===== config.mk =====
export PLATFORM = sky130hd
export DESIGN_NAME = uart_tx_scheduler_flat
export DESIGN_NICKNAME = d
export VERILOG_FILES = /design/src/rtl/uart_tx_scheduler_if.sv /design/src/rtl/uart_tx_scheduler.sv /design/src/flat_wrapper.sv
export SDC_FILE = /design/constraint.sdc
export NUM_CORES = 1
export LEC_CHECK = 0
export ABC_CLOCK_PERIOD_IN_PS = 3050
export CAP_MARGIN = 25
export CELL_PAD_IN_SITES_DETAIL_PLACEMENT = 1
export CELL_PAD_IN_SITES_GLOBAL_PLACEMENT = 2
export CORE_ASPECT_RATIO = 1.4
export CORE_MARGIN = 2
export CORE_UTILIZATION = 37
export DETAILED_ROUTE_END_ITERATION = 8
export GPL_TIMING_DRIVEN = 1
export PLACE_DENSITY = 0.87
export SYNTH_ARGS = -nofsm -noshare
export SYNTH_HDL_FRONTEND = slang
export SYNTH_SLANG_ARGS = --single-unit

===== constraint.sdc =====
create_clock -name clk -period 3.05 [get_ports clk]
set_input_delay 0.305 -clock clk [delete_from_list [all_inputs] [get_ports clk]]
set_output_delay 0.305 -clock clk [all_outputs]
set_load 0.01 [all_outputs]

===== src/rtl/uart_tx_scheduler_if.sv =====
`default_nettype none
// ============================================================================
// Module : uart_tx_scheduler_if
// Brief  : Requester, transmitter and completion signals of the TX scheduler.
// Rev    : 1.0  initial release
// ============================================================================
interface uart_tx_scheduler_if #(
  parameter int DATA_WIDTH = 8
);
  logic                      rf_rd_vld;
  logic [DATA_WIDTH-1:0]     rf_rd_data;
  logic                      rf_rdy;
  logic                      alu_out_vld;
  logic [2*DATA_WIDTH-1:0]   alu_out;
  logic                      alu_rdy;
  logic                      tx_busy;
  logic [DATA_WIDTH-1:0]     tx_p_data;
  logic                      tx_d_vld;
  logic                      frame_done;

  modport slave (
    input  rf_rd_vld, rf_rd_data, alu_out_vld, alu_out, tx_busy,
    output rf_rdy, alu_rdy, tx_p_data, tx_d_vld, frame_done
  );

  modport master (
    output rf_rd_vld, rf_rd_data, alu_out_vld, alu_out, tx_busy,
    input  rf_rdy, alu_rdy, tx_p_data, tx_d_vld, frame_done
  );
endinterface
`default_nettype wire


===== src/rtl/uart_tx_scheduler.sv =====
`default_nettype none
// ============================================================================
// Module : uart_tx_scheduler
// Brief  : Shares one UART transmitter between an RF byte slot and an ALU
//          16-bit slot. Define UART_TX_SCHED_RR_EN for round-robin arbitration.
// Rev    : 1.0  initial release
// ============================================================================
module uart_tx_scheduler #(
  parameter int DATA_WIDTH = 8
) (
  input  wire logic          clk,
  input  wire logic          rst_n,
  uart_tx_scheduler_if.slave bus
);

  typedef enum logic [1:0] {
    IDLE      = 2'd0,
    WAIT_ACC  = 2'd1,
    WAIT_DONE = 2'd2
  } state_t;

  state_t                  state;
  logic                    rf_full;
  logic                    alu_full;
  logic [DATA_WIDTH-1:0]   rf_data;
  logic [2*DATA_WIDTH-1:0] alu_data;
  logic                    grant_alu;
  logic                    byte_sel;
  logic [DATA_WIDTH-1:0]   tx_data;
  logic                    tx_vld;
  logic                    done_pulse;
  logic                    pick_alu;
  logic                    frame_end;

  // pick_alu is only consulted in IDLE when at least one slot is full
`ifdef UART_TX_SCHED_RR_EN
  logic last_alu;
  always_comb pick_alu = alu_full && (!rf_full || !last_alu);
`else
  always_comb pick_alu = !rf_full;
`endif

  always_comb frame_end = (state == WAIT_DONE) && !bus.tx_busy && (!grant_alu || byte_sel);

  always_ff @(posedge clk or negedge rst_n) begin
    if (!rst_n) begin
      rf_full  <= 1'b0;
      alu_full <= 1'b0;
      rf_data  <= '0;
      alu_data <= '0;
    end else begin
      if (frame_end && !grant_alu) begin
        rf_full <= 1'b0;
      end else if (bus.rf_rd_vld && !rf_full) begin
        rf_full <= 1'b1;
        rf_data <= bus.rf_rd_data;
      end
      if (frame_end && grant_alu) begin
        alu_full <= 1'b0;
      end else if (bus.alu_out_vld && !alu_full) begin
        alu_full <= 1'b1;
        alu_data <= bus.alu_out;
      end
    end
  end

  always_ff @(posedge clk or negedge rst_n) begin
    if (!rst_n) begin
      state      <= IDLE;
      grant_alu  <= 1'b0;
      byte_sel   <= 1'b0;
      tx_data    <= '0;
      tx_vld     <= 1'b0;
      done_pulse <= 1'b0;
`ifdef UART_TX_SCHED_RR_EN
      last_alu   <= 1'b1;
`endif
    end else begin
      done_pulse <= 1'b0;
      case (state)
        IDLE: begin
          if (rf_full || alu_full) begin
            grant_alu <= pick_alu;
            byte_sel  <= 1'b0;
            tx_data   <= pick_alu ? alu_data[DATA_WIDTH-1:0] : rf_data;
            tx_vld    <= 1'b1;
            state     <= WAIT_ACC;
`ifdef UART_TX_SCHED_RR_EN
            last_alu  <= pick_alu;
`endif
          end
        end
        WAIT_ACC: begin
          if (bus.tx_busy) begin
            tx_vld <= 1'b0;
            state  <= WAIT_DONE;
          end
        end
        WAIT_DONE: begin
          if (!bus.tx_busy) begin
            if (grant_alu && !byte_sel) begin
              byte_sel <= 1'b1;
              tx_data  <= alu_data[2*DATA_WIDTH-1:DATA_WIDTH];
              tx_vld   <= 1'b1;
              state    <= WAIT_ACC;
            end else begin
              done_pulse <= 1'b1;
              state      <= IDLE;
            end
          end
        end
        default: state <= IDLE;
      endcase
    end
  end

  assign bus.rf_rdy     = !rf_full;
  assign bus.alu_rdy    = !alu_full;
  assign bus.tx_p_data  = tx_data;
  assign bus.tx_d_vld   = tx_vld;
  assign bus.frame_done = done_pulse;

endmodule
`default_nettype wire

===== src/flat_wrapper.sv =====
// flat-port wrapper written by rule: the top's interface ports become plain ports
module uart_tx_scheduler_flat 
#(
  parameter int DATA_WIDTH = 8
)
  (clk, rst_n, bus_rf_rd_vld, bus_rf_rd_data, bus_alu_out_vld, bus_alu_out, bus_tx_busy, bus_rf_rdy, bus_alu_rdy, bus_tx_p_data, bus_tx_d_vld, bus_frame_done);
  uart_tx_scheduler_if #(.DATA_WIDTH(DATA_WIDTH)) bus_i ();
  input  wire logic clk;
  input  wire logic rst_n;
  input wire logic [$bits(bus_i.rf_rd_vld)-1:0] bus_rf_rd_vld;
  input wire logic [$bits(bus_i.rf_rd_data)-1:0] bus_rf_rd_data;
  input wire logic [$bits(bus_i.alu_out_vld)-1:0] bus_alu_out_vld;
  input wire logic [$bits(bus_i.alu_out)-1:0] bus_alu_out;
  input wire logic [$bits(bus_i.tx_busy)-1:0] bus_tx_busy;
  output wire logic [$bits(bus_i.rf_rdy)-1:0] bus_rf_rdy;
  output wire logic [$bits(bus_i.alu_rdy)-1:0] bus_alu_rdy;
  output wire logic [$bits(bus_i.tx_p_data)-1:0] bus_tx_p_data;
  output wire logic [$bits(bus_i.tx_d_vld)-1:0] bus_tx_d_vld;
  output wire logic [$bits(bus_i.frame_done)-1:0] bus_frame_done;
  assign bus_i.rf_rd_vld = bus_rf_rd_vld;
  assign bus_i.rf_rd_data = bus_rf_rd_data;
  assign bus_i.alu_out_vld = bus_alu_out_vld;
  assign bus_i.alu_out = bus_alu_out;
  assign bus_i.tx_busy = bus_tx_busy;
  assign bus_rf_rdy = bus_i.rf_rdy;
  assign bus_alu_rdy = bus_i.alu_rdy;
  assign bus_tx_p_data = bus_i.tx_p_data;
  assign bus_tx_d_vld = bus_i.tx_d_vld;
  assign bus_frame_done = bus_i.frame_done;
  uart_tx_scheduler #(.DATA_WIDTH(DATA_WIDTH)) u_core (.clk(clk), .rst_n(rst_n), .bus(bus_i));
endmodule

==> results.yml, run 1 <==
logic_synthesis:
  post_synth_num_cell_types: 24
  synth-seq-cells: 40
  ys_warn_count: 0
  synth_fp_nets: 151
  ys_seq_area_frac: 0.538
  syn_area_um2: 1860
  syn_inst: 122
  syn_avg_cell_area_um2: 15.3
pwr:
  pwr-share-comb: 0.376
  leakage_nw: 1.10
  p_switching_uw: 563
  sw_frac_of_total: 0.286
  p_clk_frac: 0.182
  p_int_mw: 1.41
  vdd_drop_max_uv: 394
  p_per_area_nw_per_um2: 824
  seqPwrFrac: 0.441
sta:
  fin_ws_ns: 1.16
  max_freq_mhz: 529
  finalMaxSlewViolations: 0
  rsz0062_at_grt: "false"
  setup_viol: 0
  min_period_over_period: 0.620
  skew_ns: 0.00595
  post-route-min-period_ns: 1.89
  tightest_slew_ns: 0.881
  hold_violations: 0
  relSlewSlack: 0.412
  setup-tns-final_ns: 0
route:
  dr.pass1.iters: 2
  avgRoutedWirePerCell_um: 17.6
  via_count: 1132
  finalWirelength_um: 4060
  via_per_inst: 4.90
  drcViolationCount: 0
  ant_nets: 0
  dr.first_iter.drc_count: 23
critical_path:
  slowest_stage: "dfrtp_1"
  arrival_ns: 1.59
  reg2regPathDepth: 3
  worstPathRequired_ns: 2.74
  crit_type: "reg2out"
  crit_buf_inv: 2
  cp_max_fo: 12
  start_kind: "flop"
  critPathTopFamily: "flip-flops"
  rrSetupSlack_ns: 1.17
  crit_chain: "inv_1 > clkdlybuf4s50_1"
  reg2reg_from: "u_core.rf_full"
  worst_setup_path_end_kind: "output port"
  slowest_delay_ns: 0.65
  cp_num_cells: 2
  r2r_end: "u_core.bus.tx_p_data[7]"
clock_network:
  clockBufferDepth: 2
  cts_hold_buffers: 0
  clock-sinks: 40
  clk_pin_slew_ns: 0.08
  clk_latency_ns: 0.29
  cts_tree: "built"
  cts_buffers: 5
  h-tree-depth: 2
  post_cts_buffers: 0
  ctsResizeCount: 0
  root_buffer: "clkbuf_8"
layout:
  num_antenna_cells: 0
  drive_above_1_share: 0.383
  seq_area_um2: 1000
  final_common_cell: "dfrtp_1"
  fin_cells: 231
  final_cell_mix: "40 x dfrtp_1, 39 x clkdlybuf4s50_1, 31 x mux2_2, 18 x mux2_4, 6 x clkbuf_8"
  fin_nets: 195
  nFillCells: 494
  area_growth_pct: 28.5
  multi_input_area_um2: 796
place:
  place_congestion: 0.754
  hpwl_um: 3010
  placed_cells: 223
  io_buffers: 40
  dp_slack_ns: 0.910
floorplanning:
  core_area_um2: 4840
  dieArea_um2: 5620
  io_pins: 41
  fp-row-count: 30
  die_h_um: 87.9
  die_w_um: 63.9
  start_util: 0.384
global_routing:
  grt_max_degree: 41
  grt_pass1_wl_um: 6760
  track_usage: 0.164
  antenna_found_initial: 0
  grt_pass1_vias: 1347
  grt-ovfl-total: 0
job:
  drv_cap: 0
min_path:
  hp-class: "in2async"
status:
  status: "completed"
[synthesized netlist by cell type (all sizes together)]
cell	instances	area, µm²
nor3b	1	12.5
a21boi	2	15.0
o21ai	3	15.0
mux2	49	619
o22a	1	8.76
or2	1	6.26
dfrtp	40	1000
inv	3	11.3
nor2b	1	6.26
a21oi	2	10.0
a311o	1	10.0
nor2	3	11.3
o2bb2ai	1	15.0
or2b	2	15.0
a32oi	1	8.76
buf	5	52.6
nand2	2	7.51
o21ba	1	10.0
nand2b	1	6.26
or3b	1	8.76
o211a	1	10.0
[worst max-delay path by stage]
stage / from / to / slack, ns
detailed placement: bus_tx_busy / u_core.rf_data[5] / 0.91
global route: u_core.rf_full / u_core.bus.tx_p_data[7] / 1.03
floorplan: u_core.state[1] / u_core.alu_data[0] / 1.42
global placement: bus_tx_busy / u_core.alu_data[12] / 0.97
CTS: u_core.rf_full / bus_rf_rdy / 1.11
finish: u_core.rf_full / bus_rf_rdy / 1.16
[cell type report]
type,count,share of cell area
well taps,64,0.0335
inverters,3,0.00471
repair buffers,42,0.172
multi-input cells,74,0.333
flip-flops and latches,40,0.419
clock buffers,6,0.0345
clock inverters,2,0.00419
[stage by stage]
step                area (µm²)  hold WS, ns  power, mW   util
floorplan                 1860      0.00941       1.34      -
global placement          2300        0.454       1.59  0.475
detailed placement        2300        0.476       1.63  0.475
CTS                       2390        0.152       2.00  0.494
global route              2390        0.195       2.10  0.494
finish                    2390        0.128       1.97  0.494
[layer usage]
metal | vias up | global-route usage | wire, µm
li1 | 520 | - | -
met1 | 583 | 0.181 | 1620
met2 | 22 | 0.294 | 2220
met3 | 7 | 0.0398 | 134
met4 | 0 | 0.0771 | 82
met5 | - | 0 | 0
[sequential cells by signal, summed over array words and instances (netlist names)]
| signal | count |
|---|---|
| u_core.byte_sel | 1 |
| u_core.bus.tx_d_vld | 1 |
| u_core.bus.frame_done | 1 |
| u_core.rf_full | 1 |
| u_core.bus.tx_p_data | 8 |
| u_core.grant_alu | 1 |
| u_core.alu_full | 1 |
| u_core.rf_data | 8 |
| u_core.state | 2 |
| u_core.alu_data | 16 |
[power by group through the flow]
stage	clock (mW)	combinational [mW]	sequential (mW)
floorplan	0	0.490	0.854
global placement	0	0.721	0.866
detailed placement	0	0.751	0.879
CTS	0.376	0.756	0.871
global route	0.396	0.802	0.900
finish	0.359	0.741	0.870
[worst reg2reg max path, delay by kind of cell, from the launching register on]
| kind | cells | cell delay (ns) |
|---|---|---|
| multiplexers | 1 | 0.40 |
| AO/OA/AOI/OAI | 1 | 0.51 |
| AND/OR/NAND/NOR | 1 | 0.22 |
| flip-flops | 1 | 0.65 |
[cells by family (layout without fill, tap and decap cells)]
kind of cell / after synthesis / after routing / synth area share
mux: 49 / 49 / 0.333
flops: 40 / 40 / 0.538
compound gates: 13 / 13 / 0.0551
simple gates: 12 / 12 / 0.0397
buf+inv: 8 / 53 / 0.0343
Note: power is estimated with default switching activity, not from simulation.
==> run 2: changes to the inputs <==
Settings changed: ABC_CLOCK_PERIOD_IN_PS 3050 to 1800, CORE_UTILIZATION 37 to 34, PLACE_DENSITY 0.87 to 0.82.
Clock period 3.05 ns to 1.8 ns, I/O delays scaled along.
==> run 2 against run 1 <==
Effect of this change:
- combinational power is 88% higher
- via count is 0.97% higher
- critical path depth is 1 higher
- sequential cell count stayed put
- routed wire length is 3.7% higher
- critical path type is now reg2reg
- critical endpoint is now u_core.rf_data[2]
- largest cell class unchanged
- highest routed layer unchanged
==> results.yml, run 2 (synthesis gave the netlist of run 1 again) <==
sta:
  rsz0062_at_grt: "false"
  tightest_slew_ns: 0.506
  finalMaxSlewViolations: 0
  max_freq_mhz: 579
  hold_violations: 0
  relSlewSlack: 0.663
  setup-tns-final_ns: 0
  skew_ns: 0.00753
  min_period_over_period: 0.959
  post-route-min-period_ns: 1.73
  setup_viol: 0
global_routing:
  grt_max_degree: 41
  grt_pass1_wl_um: 6910
  grt_pass1_vias: 1397
  track_usage: 0.155
  antenna_found_initial: 0
  grt-ovfl-total: 0
floorplanning:
  core_area_um2: 5240
  dieArea_um2: 6090
  start_util: 0.355
  die_w_um: 66.5
  fp-row-count: 31
  io_pins: 41
  die_h_um: 91.5
clock_network:
  post_cts_buffers: 0
  cts_tree: "built"
  clk_latency_ns: 0.28
  clockBufferDepth: 2
  h-tree-depth: 2
  root_buffer: "clkbuf_8"
  clk_pin_slew_ns: 0.07
  cts_buffers: 5
  clock-sinks: 40
route:
  drcViolationCount: 0
  via_per_inst: 4.76
  via_count: 1143
  finalWirelength_um: 4210
  avgRoutedWirePerCell_um: 17.5
  ant_nets: 0
  dr.first_iter.drc_count: 38
  dr.pass1.iters: 3
critical_path:
  critPathTopFamily: "flip-flops"
  crit_buf_inv: 0
  reg2reg_from: "u_core.state[0]"
  crit_chain: "or3b_1 > o211a_2 > mux2_4"
  arrival_ns: 1.89
  crit_type: "reg2reg"
  worstPathRequired_ns: 1.96
  cp_max_fo: 8
  slowest_delay_ns: 0.47
  rrSetupSlack_ns: 0.07
  cp_num_cells: 3
  start_kind: "flop"
  r2r_end: "u_core.rf_data[2]"
  reg2regPathDepth: 3
  slowest_stage: "dfrtp_1"
  worst_setup_path_end_kind: "flop"
min_path:
  hold_depth: 3
  min_from: "bus_alu_out_vld"
  hp-class: "in2reg"
  hold_path_end: "u_core.alu_full"
layout:
  fin_nets: 203
  largest_reg_flops: 16
  final_cell_mix: "40 x dfrtp_1, 39 x clkdlybuf4s50_1, 31 x mux2_2, 18 x mux2_4, 6 x buf_4"
  regMostFlops: "u_core.alu_data"
  drive_above_1_share: 0.402
  final_common_cell: "dfrtp_1"
  area_growth_pct: 33.2
  num_antenna_cells: 0
job:
  drv_cap: 0
place:
  hpwl_um: 3190
  io_buffers: 40
  place_congestion: 0.787
pwr:
  leakage_nw: 1.13
  p_per_area_nw_per_um2: 1380
  vdd_drop_max_uv: 611
  power.total_mw: 3.41
status:
  status: "completed"
-- run 2: how the worst max path moves through the flow --
stage | startpoint | endpoint
after floorplan | u_core.state[1] | u_core.alu_data[0]
after global placement | bus_tx_busy | u_core.rf_data[4]
after detailed placement | bus_tx_busy | u_core.rf_data[2]
after CTS | u_core.state[0] | u_core.rf_data[2]
after global routing | u_core.state[1] | u_core.rf_data[2]
final | u_core.state[0] | u_core.rf_data[2]
-- run 2: worst reg2reg max path: stages, from the launching register on --
cell and delay (ns):
dfrtp_1 0.47, or3b_1 0.43, o211a_2 0.37, mux2_4 0.33
-- run 2: per-stage QoR --
stage          cell area (µm²)  cells  hold slack, ns  utilization  setup slack (ns)
2_1_floorplan             1860    122          -0.116            -             0.166
5_1_grt                   2480    240           0.495        0.473            0.0160
4_1_cts                   2480    240           0.466        0.473            0.0555
3_5_place_dp              2390    232           0.274        0.457            -0.162
3_3_place_gp              2390    232           0.262        0.457            -0.109
6_report                  2480    240           0.467        0.473            0.0733
-- run 2: cell type report --
type                    count  area (µm²)
multi-input cells          74         796
clock inverters             1        5.00
fillers                   560        2760
flip-flops and latches     40        1000
well taps                  66        82.6
inverters                   3        11.3
clock buffers               6        72.6
repair buffers             50         510
-- run 2: timing repair --
item / in CTS / in global routing
endpoints found under the setup margin: 6 / 0
resized for setup: 1 / 0
hold buffers: 1 / 0
hold endpoints to repair: 40 / 0
-- run 2: routing by layer --
layer | global-route usage | routed length (µm) | part of all wire | vias up
li1 | - | - | - | 535
met1 | 0.176 | 1630 | 0.39 | 591
met2 | 0.280 | 2460 | 0.58 | 15
met3 | 0.0297 | 79 | 0.019 | 2
met4 | 0.0561 | 40 | 0.0095 | 0
met5 | 0 | 0 | 0 | -
-- run 2: power by group --
group          internal (mW)  switching [mW]  total [mW]
clock network          0.263           0.284       0.547
registers               1.23           0.238        1.47
logic                  0.938           0.457        1.39
total                   2.43           0.979        3.41
